`config.mk`:
```
export PLATFORM = sky130hd
export DESIGN_NAME = natural_log_arbiter
export DESIGN_NICKNAME = d
export VERILOG_FILES = /design/src/rtl/natural_log_arbiter.sv
export SDC_FILE = /design/constraint.sdc
export NUM_CORES = 1
export LEC_CHECK = 0
export BUFFER_PORTS_ARGS = -buffer_cell sky130_fd_sc_hd__buf_2
export CAP_MARGIN = 20
export CORE_MARGIN = 4
export CORE_UTILIZATION = 44
export CTS_BUF_LIST = sky130_fd_sc_hd__clkbuf_2 sky130_fd_sc_hd__clkbuf_4 sky130_fd_sc_hd__clkbuf_8
export CTS_CLUSTER_SIZE = 16
export DETAILED_ROUTE_END_ITERATION = 8
export HOLD_SLACK_MARGIN = 0.03
export PLACE_DENSITY_LB_ADDON = 0.25
export SLEW_MARGIN = 20
export SYNTH_ARGS = -nofsm -noshare
export SYNTH_HDL_FRONTEND = slang
export SYNTH_SLANG_ARGS = --single-unit
export TNS_END_PERCENT = 20
```
`constraint.sdc`:
```
create_clock -name clk -period 1.95 [get_ports clk]
set_clock_uncertainty 0.1 [all_clocks]
set_input_delay 0.195 -clock clk [delete_from_list [all_inputs] [get_ports clk]]
set_output_delay 0.195 -clock clk [all_outputs]
set_load 0.1 [all_outputs]
```
`src/rtl/natural_log_arbiter.sv`:
```
// Round-robin front end that shares one pipelined natural-log unit between NUM_REQ requesters.
// Optional per-requester result cache: define NATURAL_LOG_ARB_CACHE_EN.
module natural_log_arbiter #(
  parameter int NUM_REQ     = 4,
  parameter int LOG_LATENCY = 3
) (
  input  logic                    clk,
  input  logic                    reset,
  input  logic [NUM_REQ-1:0]      req,
  input  logic [NUM_REQ*24-1:0]   in_flat,
  output logic [NUM_REQ-1:0]      grant,
  output logic [NUM_REQ*16-1:0]   res_flat,
  output logic [NUM_REQ-1:0]      res_valid,
  output logic [23:0]             log_in,
  input  logic [15:0]             log_out
);

  localparam int IDW = $clog2(NUM_REQ);
  localparam logic [IDW:0] NREQ = (IDW+1)'(NUM_REQ);

  typedef logic [IDW-1:0] id_t;

  // Handshake: req is a level; grant is a one-cycle acceptance pulse and the
  // requester stays busy until its res_valid pulse, so req may be held high.
  logic [NUM_REQ-1:0][23:0] operand;
  assign operand = in_flat;

  logic [NUM_REQ-1:0]       grant_q, grant_d;
  logic [NUM_REQ-1:0]       busy_q, busy_d;
  id_t                      ptr_q, ptr_d;
  logic [23:0]              log_in_q, log_in_d;
  logic [LOG_LATENCY:0]           tag_vld_q, tag_vld_d;
  logic [LOG_LATENCY:0][IDW-1:0]  tag_id_q, tag_id_d;
  logic [NUM_REQ-1:0][15:0] res_q, res_d, res_out;

  logic [NUM_REQ-1:0]       cache_hit;
  logic [NUM_REQ-1:0]       hit_pulse;
  logic [NUM_REQ-1:0][15:0] hit_res;
  logic [NUM_REQ-1:0]       eligible;
  logic [NUM_REQ-1:0]       retire;

  logic                     found;
  id_t                      win;
  logic [IDW:0]             cand;
  logic [IDW:0]             win_inc;

  assign eligible = req & ~busy_q & ~cache_hit;

  // Search starts at ptr_q and wraps; the first eligible index wins.
  always_comb begin
    found = 1'b0;
    win   = '0;
    cand  = '0;
    for (int off = 0; off < NUM_REQ; off++) begin
      cand = {1'b0, ptr_q} + (IDW+1)'(off);
      if (cand >= NREQ) cand = cand - NREQ;
      if (!found && eligible[cand[IDW-1:0]]) begin
        found = 1'b1;
        win   = cand[IDW-1:0];
      end
    end
  end

  always_comb begin
    grant_d  = '0;
    log_in_d = log_in_q;
    ptr_d    = ptr_q;
    win_inc  = {1'b0, win} + 1'b1;
    if (win_inc >= NREQ) win_inc = '0;
    if (found) begin
      grant_d[win] = 1'b1;
      log_in_d     = operand[win];
      ptr_d        = win_inc[IDW-1:0];
    end
  end

  // Stage 0 is aligned with log_in; stage LOG_LATENCY is aligned with the
  // matching log_out value, so retirement reads log_out combinationally.
  always_comb begin
    tag_vld_d = {tag_vld_q[LOG_LATENCY-1:0], found};
    tag_id_d  = {tag_id_q[LOG_LATENCY-1:0], win};
  end

  always_comb begin
    retire = '0;
    for (int i = 0; i < NUM_REQ; i++) begin
      retire[i] = tag_vld_q[LOG_LATENCY] && (tag_id_q[LOG_LATENCY] == id_t'(i));
    end
  end

  assign busy_d = (busy_q & ~retire) | grant_d;

  always_comb begin
    res_d   = res_q;
    res_out = res_q;
    for (int i = 0; i < NUM_REQ; i++) begin
      if (retire[i]) begin
        res_d[i]   = log_out;
        res_out[i] = log_out;
      end else if (cache_hit[i]) begin
        res_d[i] = hit_res[i];
      end
    end
  end

  always_ff @(posedge clk) begin
    if (reset) begin
      grant_q   <= '0;
      busy_q    <= '0;
      ptr_q     <= '0;
      log_in_q  <= '0;
      tag_vld_q <= '0;
      tag_id_q  <= '0;
      res_q     <= '0;
    end else begin
      grant_q   <= grant_d;
      busy_q    <= busy_d;
      ptr_q     <= ptr_d;
      log_in_q  <= log_in_d;
      tag_vld_q <= tag_vld_d;
      tag_id_q  <= tag_id_d;
      res_q     <= res_d;
    end
  end

`ifdef NATURAL_LOG_ARB_CACHE_EN
  logic [NUM_REQ-1:0]       cache_vld_q, cache_vld_d;
  logic [NUM_REQ-1:0]       hit_vld_q;
  logic [NUM_REQ-1:0][23:0] cache_in_q, cache_in_d;
  logic [NUM_REQ-1:0][23:0] pend_in_q, pend_in_d;
  logic [NUM_REQ-1:0][15:0] cache_res_q, cache_res_d;

  always_comb begin
    cache_hit = '0;
    for (int i = 0; i < NUM_REQ; i++) begin
      cache_hit[i] = req[i] & ~busy_q[i] & cache_vld_q[i] & (operand[i] == cache_in_q[i]);
    end
  end

  // pend_in remembers the operand in flight so the retiring result can be keyed by it.
  always_comb begin
    cache_vld_d = cache_vld_q;
    cache_in_d  = cache_in_q;
    cache_res_d = cache_res_q;
    pend_in_d   = pend_in_q;
    for (int i = 0; i < NUM_REQ; i++) begin
      if (grant_d[i]) pend_in_d[i] = operand[i];
      if (retire[i]) begin
        cache_vld_d[i] = 1'b1;
        cache_in_d[i]  = pend_in_q[i];
        cache_res_d[i] = log_out;
      end
    end
  end

  always_ff @(posedge clk) begin
    if (reset) begin
      cache_vld_q <= '0;
      hit_vld_q   <= '0;
      cache_in_q  <= '0;
      cache_res_q <= '0;
      pend_in_q   <= '0;
    end else begin
      cache_vld_q <= cache_vld_d;
      hit_vld_q   <= cache_hit;
      cache_in_q  <= cache_in_d;
      cache_res_q <= cache_res_d;
      pend_in_q   <= pend_in_d;
    end
  end

  assign hit_pulse = hit_vld_q;
  assign hit_res   = cache_res_q;
`else
  assign cache_hit = '0;
  assign hit_pulse = '0;
  assign hit_res   = '0;
`endif

  assign grant     = grant_q;
  assign log_in    = log_in_q;
  assign res_valid = retire | hit_pulse;
  assign res_flat  = res_out;

endmodule

```
==> results of run 1 <==
-- registers in the layout (all words and copies together), names as in the netlist --
name / count
tag_id_d: 6
tag_id_q: 2
busy_q: 4
res_q: 64
log_in: 24
grant: 4
ptr_q: 2
tag_vld_q: 4
-- per-layer routing --
metal / vias to the layer above / routed length (um) / share of wire, % / GRT usage, %
met3: 27 / 880 / 5.8 / 5.93
met4: 0 / 329 / 2.2 / 5.53
met2: 150 / 7990 / 53 / 42.1
met1: 2115 / 5900 / 39 / 26.1
met5: - / 0 / 0 / 0
li1: 2114 / - / - / -
-- power groups by stage --
stage | Combinational (mW) | Clock, mW | Sequential [mW]
after floorplan | 1.59 | 0 | 4.57
final | 4.79 | 1.41 | 2.80
after detailed placement | 4.18 | 0 | 2.80
after CTS | 4.30 | 1.45 | 2.77
after global placement | 4.09 | 0 | 2.79
after global routing | 4.98 | 1.53 | 2.84
-- how the worst max path moves through the flow --
stage                            start                      to  cells after the start
3_5_place_dp     ptr_q[0]$_SDFFE_PP0P_  log_in[1]$_SDFFE_PP0P_                      7
2_1_floorplan  tag_vld_q[3]$_SDFF_PP0_     res_q[0]$_SDFF_PP0_                      5
4_1_cts         tag_id_q[6]$_SDFF_PP0_             res_flat[0]                      5
3_3_place_gp     ptr_q[0]$_SDFFE_PP0P_   ptr_q[1]$_SDFFE_PP0P_                      6
5_1_grt         tag_id_q[6]$_SDFF_PP0_             res_flat[4]                      5
6_report        tag_id_q[6]$_SDFF_PP0_             res_flat[4]                      5
-- synthesized netlist by cell type (3+ instances only) --
| cell | count | area share, % |
|---|---|---|
| buf_2 | 5 | 0.52 |
| buf_4 | 6 | 0.94 |
| clkbuf_1 | 13 | 1.0 |
| dfxtp_1 | 110 | 46 |
| inv_1 | 3 | 0.23 |
| mux2_2 | 32 | 7.5 |
| mux2i_1 | 49 | 10 |
| nand2_1 | 121 | 9.4 |
| nand2b_1 | 3 | 0.39 |
| nor2_1 | 8 | 0.62 |
| nor2b_1 | 76 | 9.9 |
| nor3b_1 | 3 | 0.47 |
| o221ai_1 | 3 | 0.55 |
| o221ai_2 | 21 | 6.5 |
-- critical path: stages, from the launching register on --
cell and delay (ps):
dfxtp_2 360, nor3b_4 220, buf_4 150, buf_12 140
mux2_4 340, buf_12 170
-- logic make-up (layout without fill, tap and decap cells) --
kind of cell / count (synthesis) / count (layout) / synth area share (%)
adder cells (fa/ha/maj): 2 / 2 / 0.520
multiplexers: 81 / 81 / 17.7
AND/OR/NAND/NOR: 224 / 224 / 23.1
flip-flops: 110 / 110 / 45.7
buffers and inverters: 36 / 276 / 4.26
AO/OA/AOI/OAI: 34 / 34 / 8.73
-- cell type report --
cell class | instances | area (um^2) | share of cell area, %
Multi-Input combinational cell | 341 | 2820 | 35.3
Clock buffer | 10 | 138 | 1.72
Timing Repair Buffer | 253 | 2550 | 32.0
Inverter | 7 | 28.8 | 0.360
Sequential cell | 110 | 2210 | 27.7
Clock inverter | 6 | 66.3 | 0.831
Tap cell | 136 | 170 | 2.13
-- through the flow --
| step | utilization (%) | hold slack (ps) | setup TNS, ps |
|---|---|---|---|
| 5_1_grt | 76.0 | 35.4 | -4160 |
| 2_1_floorplan | - | 292 | -3060 |
| 3_5_place_dp | 67.6 | 326 | -640 |
| 4_1_cts | 72.9 | 32.4 | -999 |
| 6_report | 76.0 | 47.6 | -1090 |
| 3_3_place_gp | 67.6 | 317 | 0 |
-- repair_timing --
action                                  in CTS  in global routing
endpoints found under the setup margin      62                 85
gates resized for setup                     71                 44
setup buffers                                5                  7
pin swaps                                    0                  2
cloned                                       1                  3
hold buffers                                 3                  1
hold endpoints to repair                     2                  1
==> run summary, run 1 <==
Hold Crit Class - primary input to flip-flop
Total GRT Usage - 22.8%
Outcome - finished with violations
Max-Cap Viols - 0
Clock latency on the worst-skew pair - 350 ps
Post-layout net count - 842
GRT overflow - 0
WS Path Type - flip-flop to output port
RSZ-0062 raised after global routing - yes
Dpl cell area - 7110 um^2
I/O Buffers - 213
Boundary pin count - 214
Share of layout cells above drive strength 1 - 52.8%
Layout Cells excl Fill - 863
Final period util - 104%
Vias in the first global route - 4684
# rows - 37
Post-route DRC - 0
Maximum VDD drop - 1.83 mV
Number of synthesized register bits - 110
Sequential power share - 31.1%
CTS tree - built
Switch share - 46.5%
Final Instance Area - 7980 um^2
Final Hold Fails - 0
Vias/cell - 5.11
DRT Wirelength - 15.1 mm
Pre-antenna DRT Iters - 4
CTS root buf - clkbuf_8
Endpoint, Worst Hold - log_in[13]$_SDFFE_PP0P_
Comb pwr share - 53.2%
Starting density of the core - 45.8%
Gate Count Post-Synth - 487
DIE HEIGHT - 113 um
Leak Pwr - 3.66 nW
First-pass GRT wire length - 23.6 mm
Sequential-to-total area share from yosys stat - 45.7%
Detailed-placement wirelength estimate - 10.6 mm
Synth Flop Type - dfxtp_1
Most frequent cells in the layout - buf_2 (145), dfxtp_1 (103), nand2_1 (92)
Placer Congestion - 0.854
PD cells - 1130 nW/um^2
Nature of the critical path endpoint - output port
Die X - 113 um
Core area - 10500 um^2
Initial drt markers - 200
Total CTS buffers - 9
Failing checks - negative setup slack
Minimum clock period - 2030 ps
CTS max path bufs - 2
Req. time, crit path - 1650 ps
Max Clk Rate - 0.492 GHz
Async SR Flop Fraction - 0%
Unique cell type count in the Yosys netlist - 37
Pre-CTS WS - -60.7 ps
Number of fill cells - 654
Crit path DAT - 1740 ps
Internal power - 4.81 mW
RR Startpoint - busy_q[0]$_SDFF_PP0_
Worst Reg-to-Reg Cells - 8
Antenna violations before repair - 0
Mapped Avg Cell Area - 9.89 um^2
Setup ws final - -83.7 ps
CP max FO - 9
Pin count of the biggest net entering global routing - 44
HP Start - in_flat[61]
Crit start category - flip-flop
Total vias in the final route - 4406
Drt wl/cell - 17.5 um
YS warnings - 0
Post-synth EDFFs - 0
CTS clk-pin slew, worst paths - 110 ps
Flop-to-flop setup slack - -10 ps
Die area - 12700 um^2
NetSw - 4.18 mW
Mapped Nets - 607
H-tree levels - 3
Most common cell after layout, fill and taps aside - buf_2
P&R area growth vs syn - 65.8%
Mapped Area - 4820 um^2
RR Endpoint - log_in[18]$_SDFFE_PP0P_
Clock power share - 15.7%
Slew @ Worst Pin - 507 ps
Design Power - 9.00 mW
Relative slew margins - 66.4%
Inst Count DP - 827
ANT nets after route - 0
Setup violations, final - 19
CTS sink count - 110
Antenna Cells - 0
Hold Crit Depth - 3
Max Slew Vio Count - 0
Note: power is estimated with default switching activity, not from simulation.
==> run 2: changes to the inputs <==
==> constraint.sdc (replaced) <==
create_clock -name clk -period 1.75 [get_ports clk]
set_clock_uncertainty 0.1 [all_clocks]
set_input_delay 0.175 -clock clk [delete_from_list [all_inputs] [get_ports clk]]
set_output_delay 0.175 -clock clk [all_outputs]
set_load 0.1 [all_outputs]
==> run 2 against run 1 <==
Net effect:
- the flow still finishes with violations (negative setup slack)
- non-clock buffer count up 85
- sequential power grew 14%
- register-to-register slack worse by 470 ps
- via count is 21% higher
- combinational power is 30% higher
- critical endpoint is now log_in[21]$_SDFFE_PP0P_
==> run summary, run 2 (synthesis gave the netlist of run 1 again) <==
Max reg flops - 64 (unchanged)
WS Path Type - flip-flop to flip-flop
Max-Cap Viols - 0 (unchanged)
Minimum clock period - 2230 ps
Pre-antenna DRT Iters - 5 (+1)
CTS tree - built
CP bufs+invs - 3 (unchanged)
Final period util - 128%
CTS sink count - 110 (unchanged)
Maximum VDD drop - 1.41 mV (-23%)
Vias/cell - 5.59 (+9.5%)
CTS clk-pin slew, worst paths - 110 ps (about the same)
Largest register by flop count - res_q
Dpl cell area - 7530 um^2 (+5.9%)
Top delay family on crit path - compound AO/OA/AOI/OAI gates
Setup tns final - -28180 ps (-27090 ps)
CTS root buf - clkbuf_8
Total GRT Usage - 29.4% (+6.6 points)
First-pass GRT wire length - 29.6 mm (+26%)
Total vias in the final route - 5327 (+21%)
DRT Wirelength - 22.8 mm (+51%)
Pin count of the biggest net entering global routing - 81 (+84%)
Max Clk Rate - 0.447 GHz
CTS max path bufs - 2 (unchanged)
# rows - 37 (unchanged)
Placer Congestion - 0.852 (-0.23%)
DIE HEIGHT - 113 um (unchanged)
Post-layout net count - 931 (+11%)
Failing checks - negative setup slack
Max Slew Vio Count - 0 (unchanged)
CP max FO - 9 (unchanged)
Die X - 113 um (unchanged)
ANT nets after route - 0 (unchanged)
Relative slew margins - 65.4% (-1.0 points)
Drt wl/cell - 23.9 um (+37%)
Most frequent cells in the layout - buf_2 (145), dfxtp_1 (103), buf_12 (79)
Post-layout util - 91.0% (+15 points)
Vias in the first global route - 5607 (+20%)
Clock latency on the worst-skew pair - 370 ps (+20 ps)
P&R area growth vs syn - 98.5%
Reg area - 2220 um^2 (+0.23%)
Multi-input combinational cell area - 3410 um^2 (+21%)
Crit path DAT - 2390 ps (+650 ps)
Leak Pwr - 4.25 nW (+16%)
GRT overflow - 0 (unchanged)
Most common cell after layout, fill and taps aside - buf_2
Outcome - finished with violations
CP max stage cell - mux2i_1
Total CTS buffers - 9 (unchanged)
Core area - 10500 um^2 (unchanged)
Hold Crit Class - primary input to flip-flop
Setup ws final - -485 ps (-401 ps)
Antenna violations before repair - 2 (+2)
Crit-path max cell delay - 390 ps (+30 ps)
Slew @ Worst Pin - 522 ps (+15.6 ps)
Setup violations, final - 101 (+82)
Worst path cell trace - nor2b_4 -> a211oi_4 -> o32ai_4 -> buf_12 -> buf_12 -> buf_4 -> mux2i_1 -> o221ai_2
Req. time, crit path - 1910 ps (+260 ps)
Starting density of the core - 45.8% (unchanged)
Number of fill cells - 367 (-44%)
Crit start category - flip-flop
H-tree levels - 3 (unchanged)
Share of layout cells above drive strength 1 - 60.2% (+7.4 points)
Cell mode on critical path - buf_12
PD cells - 1140 nW/um^2 (+0.71%)
Post-route DRC - 0 (unchanged)
Nature of the critical path endpoint - flip-flop
Die area - 12700 um^2 (unchanged)
I/O Buffers - 213 (unchanged)
Initial drt markers - 285 (+43%)
RSZ-0062 raised after global routing - yes
Final Instance Area - 9560 um^2 (+20%)
Detailed-placement wirelength estimate - 10.9 mm (+2.5%)
Final Hold Fails - 0 (unchanged)
Boundary pin count - 214 (unchanged)
==> run 2: cell types whose count changed in the layout (fill, tap and decap cells not counted), moves of 3 or more <==
cell,change
mux2i_1,-5
nand2_2,+19
mux2_2,-8
clkinvlp_4,+3
buf_12,+7
buf_4,+5
nand2_8,+19
buf_6,+23
mux2_4,+8
dlygate4sd3_1,+50
clkinv_8,+4
nand2_4,+17
nand2_1,-55
mux2i_2,+4
==> run 2: what timing repair did <==
item | 4_1_cts | 5_1_grt
pin swaps | 13 | 21
hold buffers | 54 | 0
gates resized for setup | 159 | 97
setup endpoints to repair | 100 | 100
cloned | 5 | 5
setup buffers | 11 | 10
hold endpoints to repair | 18 | 0
==> run 2: worst paths after layout <==
path / from / endpoint / slack (ps) / cells past startpoint
setup reg to reg: busy_q[0]$_SDFF_PP0_ / log_in[21]$_SDFFE_PP0P_ / -480 / 8
hold / removal: in_flat[5] / log_in[5]$_SDFFE_PP0P_ / 30 / 3
setup / recovery: busy_q[0]$_SDFF_PP0_ / log_in[21]$_SDFFE_PP0P_ / -480 / 8
hold reg to reg: tag_id_d[7]$_SDFF_PP0_ / tag_id_q[7]$_SDFF_PP0_ / 360 / 1
==> run 2: tightest hold or removal path, stage by stage <==
cell and delay, ps:
buf_2 90, mux2i_2 60, o221ai_2 150
==> run 2: through the flow <==
step	worst slack (ps)	hold slack, ps	power, mW	std cells
2_1_floorplan	-220	272	6.88	487
3_3_place_gp	-101	317	8.09	851
3_5_place_dp	-227	322	8.19	851
4_1_cts	-258	30.1	9.88	936
5_1_grt	-526	46.8	11.1	953
6_report	-485	31.4	10.9	953
==> run 2: cell type report <==
class,count,share of cell area [%]
timing repair buffer,338,36.4
multi-input combinational,341,35.7
tap,136,1.78
antenna,2,0.0524
clock buffer,10,1.44
sequential,110,23.2
timing repair inverter,4,0.550
clock inverter,5,0.380
inverter,7,0.563
==> run 2: where the power goes <==
part	switching (mW)	leakage [nW]	internal (mW)
clock	0.888	0.0804	0.550
combinational	4.02	3.27	2.21
sequential	0.289	0.899	2.90
total	5.20	4.25	5.65
==> run 2: metal layers <==
metal	GRT usage [%]	part of all wire, %	up-vias
met5	0	0	-
met1	31.7	34	2557
li1	-	-	2291
met4	16.7	7.4	0
met3	6.68	6.6	145
met2	52.4	52	334
